`src/rtl/des_pkg.sv`:
```
// Shared DES definitions for the f-function datapath.
// Holds the S-box geometry, the f-function word widths, the sequencer
// state encoding and the P permutation table.
// P_TABLE[i] is the DES input bit (1 = MSB) that feeds DES output bit i+1.
package des_pkg;

    localparam int SBOX_IN_W  = 6;
    localparam int SBOX_OUT_W = 4;
    localparam int SBOX_NUM   = 8;

    localparam int F_IN_W  = SBOX_NUM * SBOX_IN_W;   // 48
    localparam int F_OUT_W = SBOX_NUM * SBOX_OUT_W;  // 32

    typedef enum logic [1:0] {
        ST_IDLE    = 2'd0,
        ST_ISSUE   = 2'd1,
        ST_WAIT    = 2'd2,
        ST_PERMUTE = 2'd3
    } seq_state_t;

    localparam int unsigned P_TABLE [F_OUT_W] = '{
        16,  7, 20, 21, 29, 12, 28, 17,
         1, 15, 23, 26,  5, 18, 31, 10,
         2,  8, 24, 14, 32, 27,  3,  9,
        19, 13, 30,  6, 22, 11,  4, 25
    };

endpackage

```
`src/rtl/des_p_permute.sv`:
```
// DES P permutation, purely combinational.
// Ports:
//   din  [31:0]  input word, bit 31 = DES bit 1
//   dout [31:0]  permuted word, bit 31 = DES bit 1
// DES bit k (1-based, MSB first) lives at vector index 32-k.
module des_p_permute
    import des_pkg::*;
(
    input  logic [F_OUT_W-1:0] din,
    output logic [F_OUT_W-1:0] dout
);

    for (genvar g = 0; g < F_OUT_W; g++) begin : g_bit
        localparam int SRC = F_OUT_W - int'(P_TABLE[g]);
        assign dout[F_OUT_W-1-g] = din[SRC];
    end

endmodule

```
`src/rtl/des_f_sbox_sequencer.sv`:
```
// Initiator side of the S-box select/finish handshake for the DES f-function.
// Latches E(R) xor K, strobes all eight S-box responders, collects their
// 4-bit results once every finish flag is high, and returns P(S1..S8).
// Ports:
//   clk, rst            clock (rising edge), async active-high reset
//   f_start, f_input    one-cycle request and 48-bit E(R) xor K word
//   f_busy              high while a request is in flight
//   f_done, f_error     one-cycle completion / timeout pulses
//   f_output            32-bit f-function result (valid with f_done)
//   sbox_input          latched request word, S1 on [47:42] ... S8 on [5:0]
//   sbox_select         per-box select strobes, bit 7 = S1
//   sbox_output         S-box results, S1 on [31:28] ... S8 on [3:0]
//   sbox_finish         per-box finish flags, bit 7 = S1
//
// state      | meaning
// -----------+-----------------------------------------------------------
// ST_IDLE    | waiting for f_start
// ST_ISSUE   | select strobes high for one cycle, wait counter cleared
// ST_WAIT    | waiting for all eight finish flags, counting towards timeout
// ST_PERMUTE | result captured, f_done pulses with the permuted result
module des_f_sbox_sequencer
    import des_pkg::*;
#(
    parameter int TIMEOUT_CYCLES = 4
) (
    input  logic                clk,
    input  logic                rst,
    input  logic                f_start,
    input  logic [F_IN_W-1:0]   f_input,
    output logic                f_busy,
    output logic                f_done,
    output logic                f_error,
    output logic [F_OUT_W-1:0]  f_output,
    output logic [F_IN_W-1:0]   sbox_input,
    output logic [SBOX_NUM-1:0] sbox_select,
    input  logic [F_OUT_W-1:0]  sbox_output,
    input  logic [SBOX_NUM-1:0] sbox_finish
);

    localparam int CNT_W = (TIMEOUT_CYCLES > 1) ? $clog2(TIMEOUT_CYCLES) : 1;
    localparam logic [CNT_W-1:0] CNT_LAST = CNT_W'(TIMEOUT_CYCLES - 1);

    seq_state_t         state_q, state_d;
    logic [CNT_W-1:0]   wait_cnt_q, wait_cnt_d;
    logic [F_OUT_W-1:0] capture_q;
    logic               load_input;
    logic               load_capture;
    logic               all_finished;

    assign all_finished = (sbox_finish == {SBOX_NUM{1'b1}});

    always_ff @(posedge clk or posedge rst) begin
        if (rst) begin
            state_q    <= ST_IDLE;
            wait_cnt_q <= '0;
            sbox_input <= '0;
            capture_q  <= '0;
        end else begin
            state_q    <= state_d;
            wait_cnt_q <= wait_cnt_d;
            if (load_input) begin
                sbox_input <= f_input;
            end
            if (load_capture) begin
                capture_q <= sbox_output;
            end
        end
    end

    always_comb begin
        state_d      = state_q;
        wait_cnt_d   = wait_cnt_q;
        sbox_select  = '0;
        f_busy       = 1'b0;
        f_done       = 1'b0;
        f_error      = 1'b0;
        load_input   = 1'b0;
        load_capture = 1'b0;

        unique case (state_q)
            ST_IDLE: begin
                if (f_start) begin
                    load_input = 1'b1;
                    state_d    = ST_ISSUE;
                end
            end
            ST_ISSUE: begin
                sbox_select = {SBOX_NUM{1'b1}};
                f_busy      = 1'b1;
                wait_cnt_d  = '0;
                state_d     = ST_WAIT;
            end
            ST_WAIT: begin
                f_busy = 1'b1;
                if (all_finished) begin
                    load_capture = 1'b1;
                    state_d      = ST_PERMUTE;
                end else if (wait_cnt_q == CNT_LAST) begin
                    f_error = 1'b1;
                    f_busy  = 1'b0;
                    state_d = ST_IDLE;
                end else begin
                    wait_cnt_d = wait_cnt_q + CNT_W'(1);
                end
            end
            ST_PERMUTE: begin
                f_done  = 1'b1;
                state_d = ST_IDLE;
            end
            default: begin
                state_d = ST_IDLE;
            end
        endcase
    end

    // capture_q only changes on the WAIT -> PERMUTE edge, so the permuted
    // result is new exactly in the PERMUTE cycle (together with f_done) and
    // holds through errors and idle time. Reset clears it, giving zero out.
    des_p_permute u_p_permute (
        .din  (capture_q),
        .dout (f_output)
    );

endmodule

```
`config.mk`:
```
export PLATFORM = sky130hd
export DESIGN_NAME = des_f_sbox_sequencer
export DESIGN_NICKNAME = d
export VERILOG_FILES = /design/src/rtl/des_pkg.sv /design/src/rtl/des_p_permute.sv /design/src/rtl/des_f_sbox_sequencer.sv
export SDC_FILE = /design/constraint.sdc
export NUM_CORES = 1
export LEC_CHECK = 0
export CORE_ASPECT_RATIO = 1.75
export CORE_MARGIN = 8
export CORE_UTILIZATION = 40
export CTS_BUF_LIST = sky130_fd_sc_hd__clkbuf_16
export CTS_CLUSTER_SIZE = 25
export DETAILED_ROUTE_END_ITERATION = 6
export GPL_TIMING_DRIVEN = 0
export PLACE_DENSITY = 0.81
export SETUP_SLACK_MARGIN = 0.3
export SLEW_MARGIN = 0
export SYNTH_ARGS = -nofsm -noshare
export SYNTH_HDL_FRONTEND = slang
export SYNTH_SLANG_ARGS = --single-unit
```
`constraint.sdc`:
```
create_clock -name clk -period 3.55 [get_ports clk]
set_clock_uncertainty 0.15 [all_clocks]
set_input_delay 0.8875 -clock clk [delete_from_list [all_inputs] [get_ports clk]]
set_output_delay 0.8875 -clock clk [all_outputs]
set_load 0.005 [all_outputs]
```
# == Word-level counts from Yosys, hierarchy flattened ==
# Cells that the tools add are included.
# op_classes
n_addsub,1
eq_ne,9
muxes,19
n_reduce_logical,4
# op_table
op,n
$mux 1,10
$mux 2,5
$eq 8x8->1 const B,1
$mux 8,1
$pmux 2 s4,1
$eq 2x2->1 const B,3
$ne 2x2->1 const B,3
$pmux 2 s2,1
$ne 3x3->1 const B,1
$reduce_and 3->1,1
$add 2x1->2 const B,1
$eq 2x1->1 const B,1
$logic_not 2->1,1
$pmux 1 s2,1
$reduce_and 2->1,1
$reduce_bool 2->1,1
# totals
ff_bits,84
input_bits,91
output_inout_bits,91
word_cells,37

# == Longest topological paths before layout ==
# Gate-level depths: netlist (run 1).
# logic_depth
depth_word,4
ltp_mapped,6
mapped_depth_nobuf,6

# == By module ==
# Synthesis (run 1) repeated with hierarchy kept, for this count alone.
# hier_totals
hier_cells,244
area_unflattened_um2,3734.8
# modules_own_cells
module,n_inst,cells_per_inst,area_per_inst_um2,seq_area_each_um2
des_f_sbox_sequencer,1,212,3494.6,2102.0
des_p_permute,1,32,240.2,0.0

# == Worst setup path before layout (run 1) ==
# Ideal clock, no wire load.
# synth_timing
path_kind,input to output
start,input sbox_finish[6]
end,output f_busy
arrival_time_ns,1.584
required_ns,2.513
slack_ns,0.929
cell_stages,4
n_path_buf,0
cell_sequence,nand4_1 or2_4 a21oi_1 o21a_1
# synth_via
elab_chain_len,3
# synth_rtl
item,line,text
"start, declared",des_f_sbox_sequencer.sv:37,input logic [SBOX_NUM-1:0] sbox_finish
$eq 8x8->1,des_f_sbox_sequencer.sv:50,assign all_finished = (sbox_finish == {SBOX_NUM{1'b1}});
$mux 1,des_f_sbox_sequencer.sv:95,if (all_finished) begin
$pmux 1 s2,des_f_sbox_sequencer.sv:80,unique case (state_q)
"end, declared",des_f_sbox_sequencer.sv:30,"output logic f_busy,"
# Every way passes these cells.

# == Final worst setup path (run 1) ==
# Ends and elaborated chain as after synthesis.

==> impl_metrics.ini, run 1 <==
[placed_design]
hpwlAfterDp_um = 7800
place_congestion = 0.762
portBuffers = 181

[pwr]
peakVddDrop_uv = 476
power_uw = 3910
p_per_area_mw_per_mm2 = 678
leakagePower_uw = 0.00251

[synth]
ys_seq_area_share_pct = 60.2
syn_avg_cell_area_um2 = 16.5
yosysUniqueCellTypes = 22
syn-num-nets = 309
netlist_area_mm2 = 0.00349
syn_inst = 212
ys_warn_count = 0
synth_edf_count = 0
dominantRegCellSynth = dfrtp_1
ys_seq_elements = 84
async_reset_ff_share_pct = 100

[global_route]
gr-usage-all-layers_pct = 17.0
grt_overflow = 0
antenna_found_initial = 0
use_met3_pct = 5.13
grt_max_degree = 71
grt_pass1_wl_um = 15600
use_met1_pct = 16.5
gr-usage-met2_pct = 31.9
grt_pass1_vias = 2790
grt_busiest_layer = met2

[critical_path]
cp_slowest_cell = clkdlybuf4s50_1
worst_ep_required_time_ns = 2.51
slowest_delay_ns = 0.45
crit_path_cell_trace = clkdlybuf4s50_1, nand4_1, or2_4, a21oi_4, o21a_1, buf_2
cp_num_buf_inv = 2
cp-end-kind = output port
cp-start-kind = primary input
cp.arrival_ns = 2.08
critPathTopFamily = buffers and inverters
cp_max_fo = 3
path_class = primary input to output port

[cells_and_area]
mostFrequentLayoutCell = clkdlybuf4s50_1
fillCellCount = 664
finalCoreUtilization_pct = 67.4
multiInputGateArea_mm2 = 0.00125
antennaDiodeCount = 0
layout-drive-gt1-share_pct = 29.0
layout_common_cells = clkdlybuf4s50_1 (179), dfrtp_1 (84), mux2_2 (50), mux2_4 (30), clkbuf_16 (9)
nets = 503
final-seq-area_mm2 = 0.00210
area_delta_synth_final_pct = 65.0

[sta]
fin_tns_setup_ns = 0
min_period_over_period_pct = 87.9
fmax_ghz = 0.320
max_slew_margin_pct = 73.0
hold_viol = 0
worst_slew_pin_slew_ns = 0.401
setup_viol = 0
fin_crit_ns = 3.12
slew_viol_final = 0
rsz0062_at_grt = no

[floorplanning]
start_util_pct = 40.8
die_y_um = 140
die_x_um = 86.7
coreArea_mm2 = 0.00856
die-area_mm2 = 0.0121
ioPinCount = 182
rows = 45

[flow_run]
cap_violations = 0

[clocking]
cts_hold_buf = 0
numClockSinks = 84
clock_latency_ns = 0.33
cts_tree = built
clk_pin_slew_worst_paths_ns = 0.06
clk_path_buf_depth = 2
root_buffer = clkbuf_16
cts_max_level = 3
cts_made_buffers = 9

[route]
routed_via_density = 4.57
ant_nets = 0
vias = 2415
wl_per_cell_um = 18.7
first_pass_iters = 4
drc = 0
first_iter_violations = 58
wl_um = 9890

[hold_path]
hold_path_class = flop to flop

[status]
status = completed
==> kinds of logic (layout without fill, tap and decap cells) <==
| group | count (synthesis) | after routing | share of synthesized area (%) |
|---|---|---|---|
| flops | 84 | 84 | 60.2 |
| mux | 80 | 80 | 29.0 |
| buf+inv | 20 | 219 | 4.48 |
| simple gates | 14 | 14 | 2.76 |
| compound gates | 8 | 8 | 1.47 |
| fa+ha+maj | 6 | 6 | 2.15 |
==> cell usage after synthesis, drive strengths merged (2+ instances only) <==
| cell type | n | area share [%] |
|---|---|---|
| o21ai | 3 | 0.43 |
| nand2 | 2 | 0.21 |
| buf | 15 | 3.9 |
| mux2 | 80 | 29 |
| ha | 6 | 2.1 |
| nand2b | 2 | 0.36 |
| a21oi | 2 | 0.29 |
| inv | 5 | 0.54 |
| dfrtp | 84 | 60 |
| nand3 | 3 | 0.43 |
| nand4 | 2 | 0.36 |
==> routing by layer <==
metal | routed length, um | vias up
met5 | 0 | -
met4 | 136 | 0
met3 | 641 | 7
met2 | 5750 | 97
met1 | 3370 | 1193
li1 | - | 1118
==> state kept, by name, summed over array words and instances (netlist names) <==
signal / flops
state_q: 2
capture_q: 32
wait_cnt_q: 2
sbox_input: 48
==> worst paths after layout <==
path,start,to,slack (ns),cells past startpoint
setup / recovery,sbox_finish[6],f_busy,0.43,6
hold / removal,sbox_input[42],sbox_input[42],0.35,1
setup reg to reg,state_q[0],sbox_input[1],1.52,6
hold reg to reg,sbox_input[42],sbox_input[42],0.35,1
max in group asynchronous,rst,sbox_input[3],1.97,3
min in group asynchronous,rst,capture_q[30],0.68,2
==> layout make-up <==
| type | count | share of cell area [%] |
|---|---|---|
| Buffer | 15 | 2.39 |
| Inverter | 5 | 0.369 |
| Clock buffer | 9 | 3.91 |
| Multi-Input combinational cell | 108 | 21.6 |
| Clock inverter | 7 | 0.868 |
| Sequential cell | 84 | 36.5 |
| Tap cell | 117 | 2.54 |
| Timing Repair Buffer | 183 | 31.9 |
==> what timing repair did <==
action | in CTS | in global routing
endpoints found under the setup margin | 2 | 2
pin swaps | 3 | 3
resized for setup | 7 | 2
buffers inserted | 1 | 0
==> power breakdown <==
part	internal, uW	leakage (uW)	total (uW)	switching [uW]
Clock	476	0.000130	857	381
Sequential	1280	0.00106	1440	164
Combinational	1090	0.00132	1610	515
Total	2850	0.00251	3910	1060
==> through the flow <==
stage	cells	hold WS (ns)	worst slack (ns)	cell area, um2
finish	528	0.352	0.430	5770
global route	528	0.368	0.369	5770
CTS	528	0.356	0.283	5780
detailed placement	511	0.342	-0.122	5480
global placement	510	0.335	-0.920	5450
floorplan	212	0.317	0.347	3490
Power figures use the tool's default switching activity.
==> run 2, diff against run 1 <==
--- a/config.mk
+++ b/config.mk
@@ -6,7 +6,7 @@
 export NUM_CORES = 1
 export LEC_CHECK = 0
 export CORE_ASPECT_RATIO = 1.75
-export CORE_MARGIN = 8
+export CORE_MARGIN = 2
 export CORE_UTILIZATION = 40
 export CTS_BUF_LIST = sky130_fd_sc_hd__clkbuf_16
 export CTS_CLUSTER_SIZE = 25
==> impl_metrics.ini, run 2 (same netlist as run 1, synthesis figures left out) <==
[global_route]
gr-usage-all-layers_pct = 18.7
antenna_found_initial = 0
grt_overflow = 0
grt_pass1_wl_um = 13200
grt_pass1_vias = 2600
grt_max_degree = 74

[sta]
min_period_over_period_pct = 89.8
max_slew_margin_pct = 65.4
worst_slew_pin_slew_ns = 0.513
fmax_ghz = 0.314
hold_ws_ns = 0.351
fin_crit_ns = 3.19
slew_viol_final = 0
setup_viol = 0
hold_viol = 0
rsz0062_at_grt = no
fin_tns_setup_ns = 0

[clocking]
clock_latency_ns = 0.32
root_buffer = clkbuf_16
clk_path_buf_depth = 2
cts_made_buffers = 9
clk_pin_slew_worst_paths_ns = 0.06
cts_tree = built
cts_max_level = 3
numClockSinks = 84

[pwr]
peakVddDrop_uv = 525
seq_power_share_pct = 36.8
p_per_area_mw_per_mm2 = 676
p_switching_uw = 1000
leakagePower_uw = 0.00253
switching_share_pct = 25.7
combPwrFrac_pct = 40.9
internal-power_uw = 2910
pwr-share-clk_pct = 22.3

[route]
wl_um = 8580
routed_via_density = 4.63
wl_per_cell_um = 16.3
first_pass_iters = 4
ant_nets = 0
vias = 2439
first_iter_violations = 78
drc = 0

[cells_and_area]
mostFrequentLayoutCell = clkdlybuf4s50_1
design_area_mm2 = 0.00578
layout_common_cells = clkdlybuf4s50_1 (179), dfrtp_1 (84), mux2_2 (50), mux2_4 (30)
nets = 504
stdcell_count = 527
layout-drive-gt1-share_pct = 28.0
largest_reg_flops = 48
area_delta_synth_final_pct = 65.3
antennaDiodeCount = 0
reg_top3 = sbox_input: 48 flops, capture_q: 32 flops
top_register = sbox_input
finalCoreUtilization_pct = 67.5

[floorplanning]
rows = 45
ioPinCount = 182
die_y_um = 128
die-area_mm2 = 0.00953
coreArea_mm2 = 0.00856
die_x_um = 74.7
start_util_pct = 40.8

[critical_path]
ff2ff_path_depth = 6
path_class = primary input to output port
worst_ep_required_time_ns = 2.51
cp-end-kind = output port
cp-start-kind = primary input
cp.arrival_ns = 2.15
cp_max_fo = 3

[status]
status = completed

[placed_design]
place_congestion = 0.779
portBuffers = 181
hpwlAfterDp_um = 6660
place_area_mm2 = 0.00548
placedCellCount = 511

[flow_run]
cap_violations = 0

[hold_path]
hold_path_class = flop to flop
min_path_cells = 1
==> run 2: changes by cell type in the layout (fill, tap and decap cells not counted), sizes merged <==
| cell | delta |
|---|---|
| bufinv | +1 |
| clkdlybuf4s15 | +1 |
| clkinv | -3 |
| clkinvlp | -1 |
| inv | +1 |
==> run 2: timing repair <==
item / CTS / global route
hold endpoints to repair: 0 / 0
pin swaps: 2 / 3
resized for setup: 3 / 4
hold buffers: 0 / 0
setup endpoints to repair: 2 / 2
setup buffers: 2 / 0
==> run 2: area by class of cell <==
type | count | area, um2
Buffer | 15 | 138
Clock buffer | 9 | 225
Clock inverter | 5 | 48.8
Fill cell | 639 | 2780
Inverter | 5 | 21.3
Multi-Input combinational cell | 108 | 1250
Sequential cell | 84 | 2100
Tap cell | 117 | 146
Timing Repair Buffer | 184 | 1850
==> run 2: per-layer routing <==
metal	vias to the layer above	GRT usage, %	wire [um]
met5	-	0	0
met4	0	8.19	240
met3	20	4.48	452
met2	92	34.0	4980
met1	1201	19.8	2910
li1	1126	-	-
==> run 2: power by group through the flow <==
stage	sequential (uW)	combinational [uW]	clock, uW
finish	1440	1600	873
global route	1480	1720	937
CTS	1440	1630	896
detailed placement	1460	1620	0
global placement	1430	1580	0
floorplan	1470	617	0
==> run 2: critical path: stages <==
cell             delay [ns]
clkdlybuf4s50_1        0.46
nand4_1                0.11
or2_4                  0.28
and3_2                 0.21
clkdlybuf4s15_1        0.20
==> run 2: through the flow <==
stage	power [uW]	setup WS, ns
finish	3910	0.363
global route	4130	0.311
CTS	3960	0.272
detailed placement	3070	-0.0969
global placement	3010	-0.967
floorplan	2090	0.347
==> run 2: final timing paths <==
kind,start,to,slack [ns]
setup / recovery,sbox_finish[4],f_error,0.36
hold / removal,sbox_input[22],sbox_input[22],0.35
setup reg to reg,state_q[0],sbox_input[36],1.49
hold reg to reg,sbox_input[22],sbox_input[22],0.35
max in group asynchronous,rst,capture_q[29],1.99
min in group asynchronous,rst,sbox_input[41],0.68
==> variant 1 (config.mk and constraints of run 1) <==
The parameter `TIMEOUT_CYCLES` goes from 4 to 8.
--- a/src/rtl/des_f_sbox_sequencer.sv
+++ b/src/rtl/des_f_sbox_sequencer.sv
@@ -23,3 +23,3 @@
 #(
-    parameter int TIMEOUT_CYCLES = 4
+    parameter int TIMEOUT_CYCLES = 8
 ) (
Function: changed (a bounded check fails within 10 cycles, from zero or initial values and one cycle with rst high).
==> variant 1 against run 1 <==
Total power up 1.4%. Routed wire length down 2.0%. Largest power group unchanged. Critical endpoint unchanged. Sequential cell count up 1. Design area down 0.69%. Synthesized area down 2.5%. Fmax down 2.1%. Worst setup slack worse by 69 ps. Global-route usage about the same.
==> variant 1: results (changes against run 1) <==
** Synth
- The count of mapped cells out of synthesis was 217 (+2.4%).
- The unique cell type count in the Yosys netlist was 22 (unchanged).
- Async SR Flop Fraction :: 100% (unchanged)
- Ranked by total cell area, the synthesized netlist is headed by dfrtp_1 (62%), mux2_2 (23%), mux2_1 (3.0%).
- Warnings, synthesis :: 0 (unchanged)
- Counting instances in the post-synthesis netlist gives the leading cell types as dfrtp_1 (85), mux2_2 (71), mux2_1 (9).
- Post-synth net total :: 315 (+1.9%)
- Share of synthesized area occupied by flip-flops and latches :: 62.4% (+2.3 points)

** Place
- The number of buffers inserted by port buffering came to 181 (unchanged).
- DP Cell Count :: 514 (+0.59%)
- Final GP Congestion :: 0.777 (+2.0%)
- The final HPWL from detailed placement came to 7.83 mm (+0.37%).
- Placement Setup Slack :: -193 ps (-70.7 ps)
- Cell Area, Placed :: 5390 um^2 (-1.6%)

** Detailed routing
- Mean routed wirelength per cell :: 18.2 um (-3.1%)
- Uppermost layer routed :: met4
- Number of detailed-route iterations in the first pass :: 4 (unchanged)
- The met1 layer wirelength in the final routing came to 2.88 mm (-15%).
- Wire length on met3 :: 635 um (-0.94%)
- Total number of vias :: 2481 (+2.7%)
- Met2 WL post-DR :: 5.83 mm (+1.4%)
- Detailed router's first-iteration violation count :: 103 (+78%)
- Routed wire length :: 9.69 mm (-2.0%)

** Clock tree
- Clock transition at the registers of the reported paths :: 60 ps (about the same)
- Number of H-tree branching levels :: 3 (unchanged)
- In this run the clock root is driven by a clkbuf_16.
- Clock buffer count from CTS :: 9 (unchanged)
- Worst-Skew Late Latency :: 330 ps (about the same)
- The number of buffers on the longest clock path is 2 (unchanged).

** Global route
- Met3 capacity usage during global routing :: 5.64% (+0.51 points)
- The total track usage is 17.0% (+0.041 points).
- Vias in the first global route :: 2823 (+1.2%)
- The fraction of met1 tracks used by global routing came to 14.0% (-2.5 points).
- The number of antenna violations at the first check in global routing came to 1 (+1).
- The wire length of the first global-routing pass was 15.2 mm (-2.8%).
- Maximum number of pins on one net before global-route repair :: 60 (-15%)
- Met2 track utilization from global routing :: 33.4% (+1.6 points)

** Cells and area
- The ratio of cells with drive above 1 in the final layout is 26.8% (-2.2 points).
- Biggest regs :: sbox_input x48, capture_q x32, wait_cnt_q x3

** Min path
- The min-delay analysis places its worst path in the category flop to flop.

** STA
- Headroom to the max-slew limit :: 57.7% (-15 points)

** Pwr
- Share of power burned in the clock network :: 22.8% (+0.9 points)
- Net switching share of the total power :: 26.3% (-0.85 points)
- The leakage power figure came to 0.00260 uW (+3.6%).
- Max IR drop VDD :: 0.509 mV (+6.9%)

** Setup path
- Critical path fanouts, max :: 4 (+1)
- The signal arrival time at the worst endpoint came to 2150 ps (+70 ps).

** Outcome
- The flow ran to the end, and the final reports show no timing, DRC or antenna violations.

** Floorplanning
- The count of standard-cell rows was 44 (-2.2%).
-- variant 1: critical path, cell delays in order --
cell	delay (ps)
clkdlybuf4s50_1	450
nand4_1	140
or2_4	290
a21oi_4	160
o21a_1	120
buf_2	110
-- variant 1: logic make-up (layout without fill, tap and decap cells) --
family                     after synthesis  after routing  share of synthesized area, %
muxes                                   80             80                          26.4
buffers and inverters                   21            222                          3.93
adders and majority gates                7              7                          2.57
and+or+nand+nor                         15             15                          2.97
other                                    0              1                             0
DFF                                     85             85                          62.4
AOI/OAI and AO/OA                        9              9                          1.69
-- variant 1: what timing repair did --
item,CTS,global route
setup buffers,2,1
pin swaps,3,4
endpoints found under the setup margin,2,1
hold buffers,0,0
gates resized for setup,10,7
-- variant 1: worst paths after layout --
| kind | from | endpoint | depth (start not counted) | slack, ps |
|---|---|---|---|---|
| max reg2reg | wait_cnt_q[0] | state_q[1] | 6 | 1530 |
| min | capture_q[1] | capture_q[1] | 1 | 340 |
| min reg2reg | capture_q[1] | capture_q[1] | 1 | 340 |
| max in group asynchronous | rst | capture_q[16] | 3 | 1920 |
| min in group asynchronous | rst | sbox_input[3] | 2 | 750 |
| max | sbox_finish[1] | f_busy | 6 | 360 |
-- variant 1: area by class of cell --
type                            instances  area [um^2]
Antenna cell                            1         2.50
Buffer                                 15          111
Clock inverter                          7         63.8
Timing Repair Buffer                  185         1870
Fill cell                             612         2590
Clock buffer                            9          225
Tap cell                              115          144
Inverter                                6         25.0
Sequential cell                        85         2130
Multi-Input combinational cell        111         1160
-- variant 1: power groups by stage --
stage	logic [uW]	registers [uW]	clock network [uW]
after global routing	1740	1490	973
after floorplan	611	1480	0
final	1610	1450	903
after global placement	1590	1440	0
after CTS	1640	1450	934
after detailed placement	1630	1470	0
==> variant 2 (settings of run 1) <==
Made on the original files. Register the output `f_output`, cleared by the reset; this adds one clock of latency there. The other outputs are not delayed to match.
--- a/src/rtl/des_f_sbox_sequencer.sv
+++ b/src/rtl/des_f_sbox_sequencer.sv
@@ -41,2 +41,4 @@
     localparam logic [CNT_W-1:0] CNT_LAST = CNT_W'(TIMEOUT_CYCLES - 1);
+
+    logic [F_OUT_W-1:0] f_output_d;
 
@@ -120,4 +122,12 @@
         .din  (capture_q),
-        .dout (f_output)
+        .dout (f_output_d)
     );
+
+    always_ff @(posedge clk or posedge rst) begin
+        if (rst) begin
+            f_output <= '0;
+        end else begin
+            f_output <= f_output_d;
+        end
+    end
 
Check against the original RTL: not equivalent (Yosys sat finds a counterexample within 4 cycles, from zero or initial values and one cycle with rst high).
==> variant 2 against run 1 <==
Synthesized area up 23%. Total power up 36%. Die area increased by 19%. Routed wire length up 13%. Core utilization decreased by 1.2 points. Design area rose by 21%. Sequential cell count increased by 32. Worst setup slack worse by 50 ps. Cell count grew 12%. Critical path type unchanged. Critical endpoint unchanged.
==> variant 2: results (changes against run 1) <==
** Outcome
- The run finished with clean final reports.

** Min path
- The number of cells on the worst hold path is 0 (-1).
- The path with the worst hold slack has its endpoint at f_output[1].
- Min-Delay Startpoint :: capture_q[28]

** Synth
- The average footprint of a synthesized cell came to 17.6 um^2 (+6.8%).
- The post-synthesis sequential area ratio was 67.6% (+7.4 points).
- Top post-synthesis cells by count :: dfrtp_1 (116), mux2_2 (50), mux2_4 (30)
- After synthesis, the cell types taking the most area are dfrtp_1 (68%), mux2_2 (13%), mux2_4 (10%).
- Post-synth net total :: 341 (+10%)

** Place
- Placement Setup Slack :: -98.1 ps (+23.8 ps)
- The final HPWL from detailed placement is 8.56 mm (+9.7%).
- The cell area reported after detailed placement came to 6330 um^2 (+16%).
- The cell total after placement is 558 (+9.2%).
- Final GP Congestion :: 0.728 (-4.4%)
- Port buffer count :: 181 (unchanged)

** Clock tree
- Clock buffer count from CTS :: 17 (+8)
- The depth of the CTS H-tree was 4 (+1).
- Clock transition at the registers of the reported paths :: 50 ps
- The clock latency at the later pin of the worst-skew pair was 400 ps (+70 ps).

** Pwr
- Max IR drop VDD :: 0.487 mV (+2.2%)
- The leakage power figure came to 0.00315 uW (+26%).

** Setup path
- The maximum fanout encountered on the critical timing path is 4 (+1).
- The signal arrival time at the worst endpoint was 2130 ps (+50 ps).
- Critical path launch point :: sbox_finish[0]
- Reg-to-reg critical path endpoint :: sbox_input[15]
- Register-to-Register Setup Slack :: 1480 ps (-40 ps)

** Global route
- The final global-route overflow total is 0 (unchanged).
- The wire length of the first global-routing pass was 17.8 mm (+13%).
- The total track usage came to 16.2% (-0.72 points).
- Vias in the first global route :: 3269 (+17%)
- The met3 track demand over resource came to 6.42% (+1.3 points).
- Global-route met1 utilization :: 15.7% (-0.79 points)
- Met2 track utilization from global routing :: 28.5% (-3.4 points)
- The largest net degree at the start of global routing is 38 (-46%).

** STA
- Summed negative setup slack over all endpoints :: 0 ps (unchanged)
- The slew at the pin closest to its max-slew limit was 444 ps (+43.2 ps).
- The worst hold slack after final layout is 226 ps (-126 ps).
- The post-layout worst setup margin was 379 ps (-50.3 ps).

** Cells and area
- Buffering overhead :: 28.7% (-5.5 points)
- Layout-stage area growth over the synthesis result :: 62.9%
- The total number of nets in the final design came to 545 (+8.3%).
- Number of flip-flops and latches :: 116 (+38%)
- Filler Cells Inserted :: 751 (+13%)
- The largest registers in the layout are sbox_input x48, capture_q x32, f_output x32.
- Repair and plain buffers :: 200 (+1.0%)
- Clock-cell share :: 9.34% (+4.6 points)
- Share of cells above drive strength 1 :: 29.7% (+0.76 points)
- Sequential share of cell area :: 41.5% (+5.0 points)

** Detailed routing
- Met2 WL post-DR :: 6.17 mm (+7.4%)
- The met3 routed wirelength was 1.05 mm (+64%).
- Detailed router's first-iteration violation count :: 55 (-5.2%)
- Routed wire length :: 11.2 mm (+13%)
- Drt via density :: 4.75 (+3.9%)
- The met1 layer wirelength in the final routing is 3.66 mm (+8.7%).
- The number of vias in the routed layout is 2809 (+16%).
==> variant 2: logic make-up (layout without fill, tap and decap cells) <==
kind of cell / count (synthesis) / count (layout) / share of synthesized area (%)
adders and majority gates: 6 / 6 / 1.75
DFF: 116 / 116 / 67.6
and+or+nand+nor: 14 / 14 / 2.24
AOI/OAI and AO/OA: 8 / 8 / 1.19
muxes: 80 / 80 / 23.6
buffers and inverters: 20 / 237 / 3.64
==> variant 2: timing repair <==
action	CTS	global route
buffers inserted	1	0
setup endpoints to repair	2	2
hold buffers	0	0
pin swaps	2	3
resized for setup	6	3
==> variant 2: power breakdown <==
group | switching, uW | internal (uW) | total [uW]
registers | 174 | 1660 | 1840
clock network | 613 | 1250 | 1860
logic | 529 | 1100 | 1630
==> variant 2: worst max-delay path, cell delays in order <==
cell and delay (ps):
clkdlybuf4s50_1 460, nand4_1 110, or2_4 300, a21oi_4 150, o21a_1 120, buf_2 110
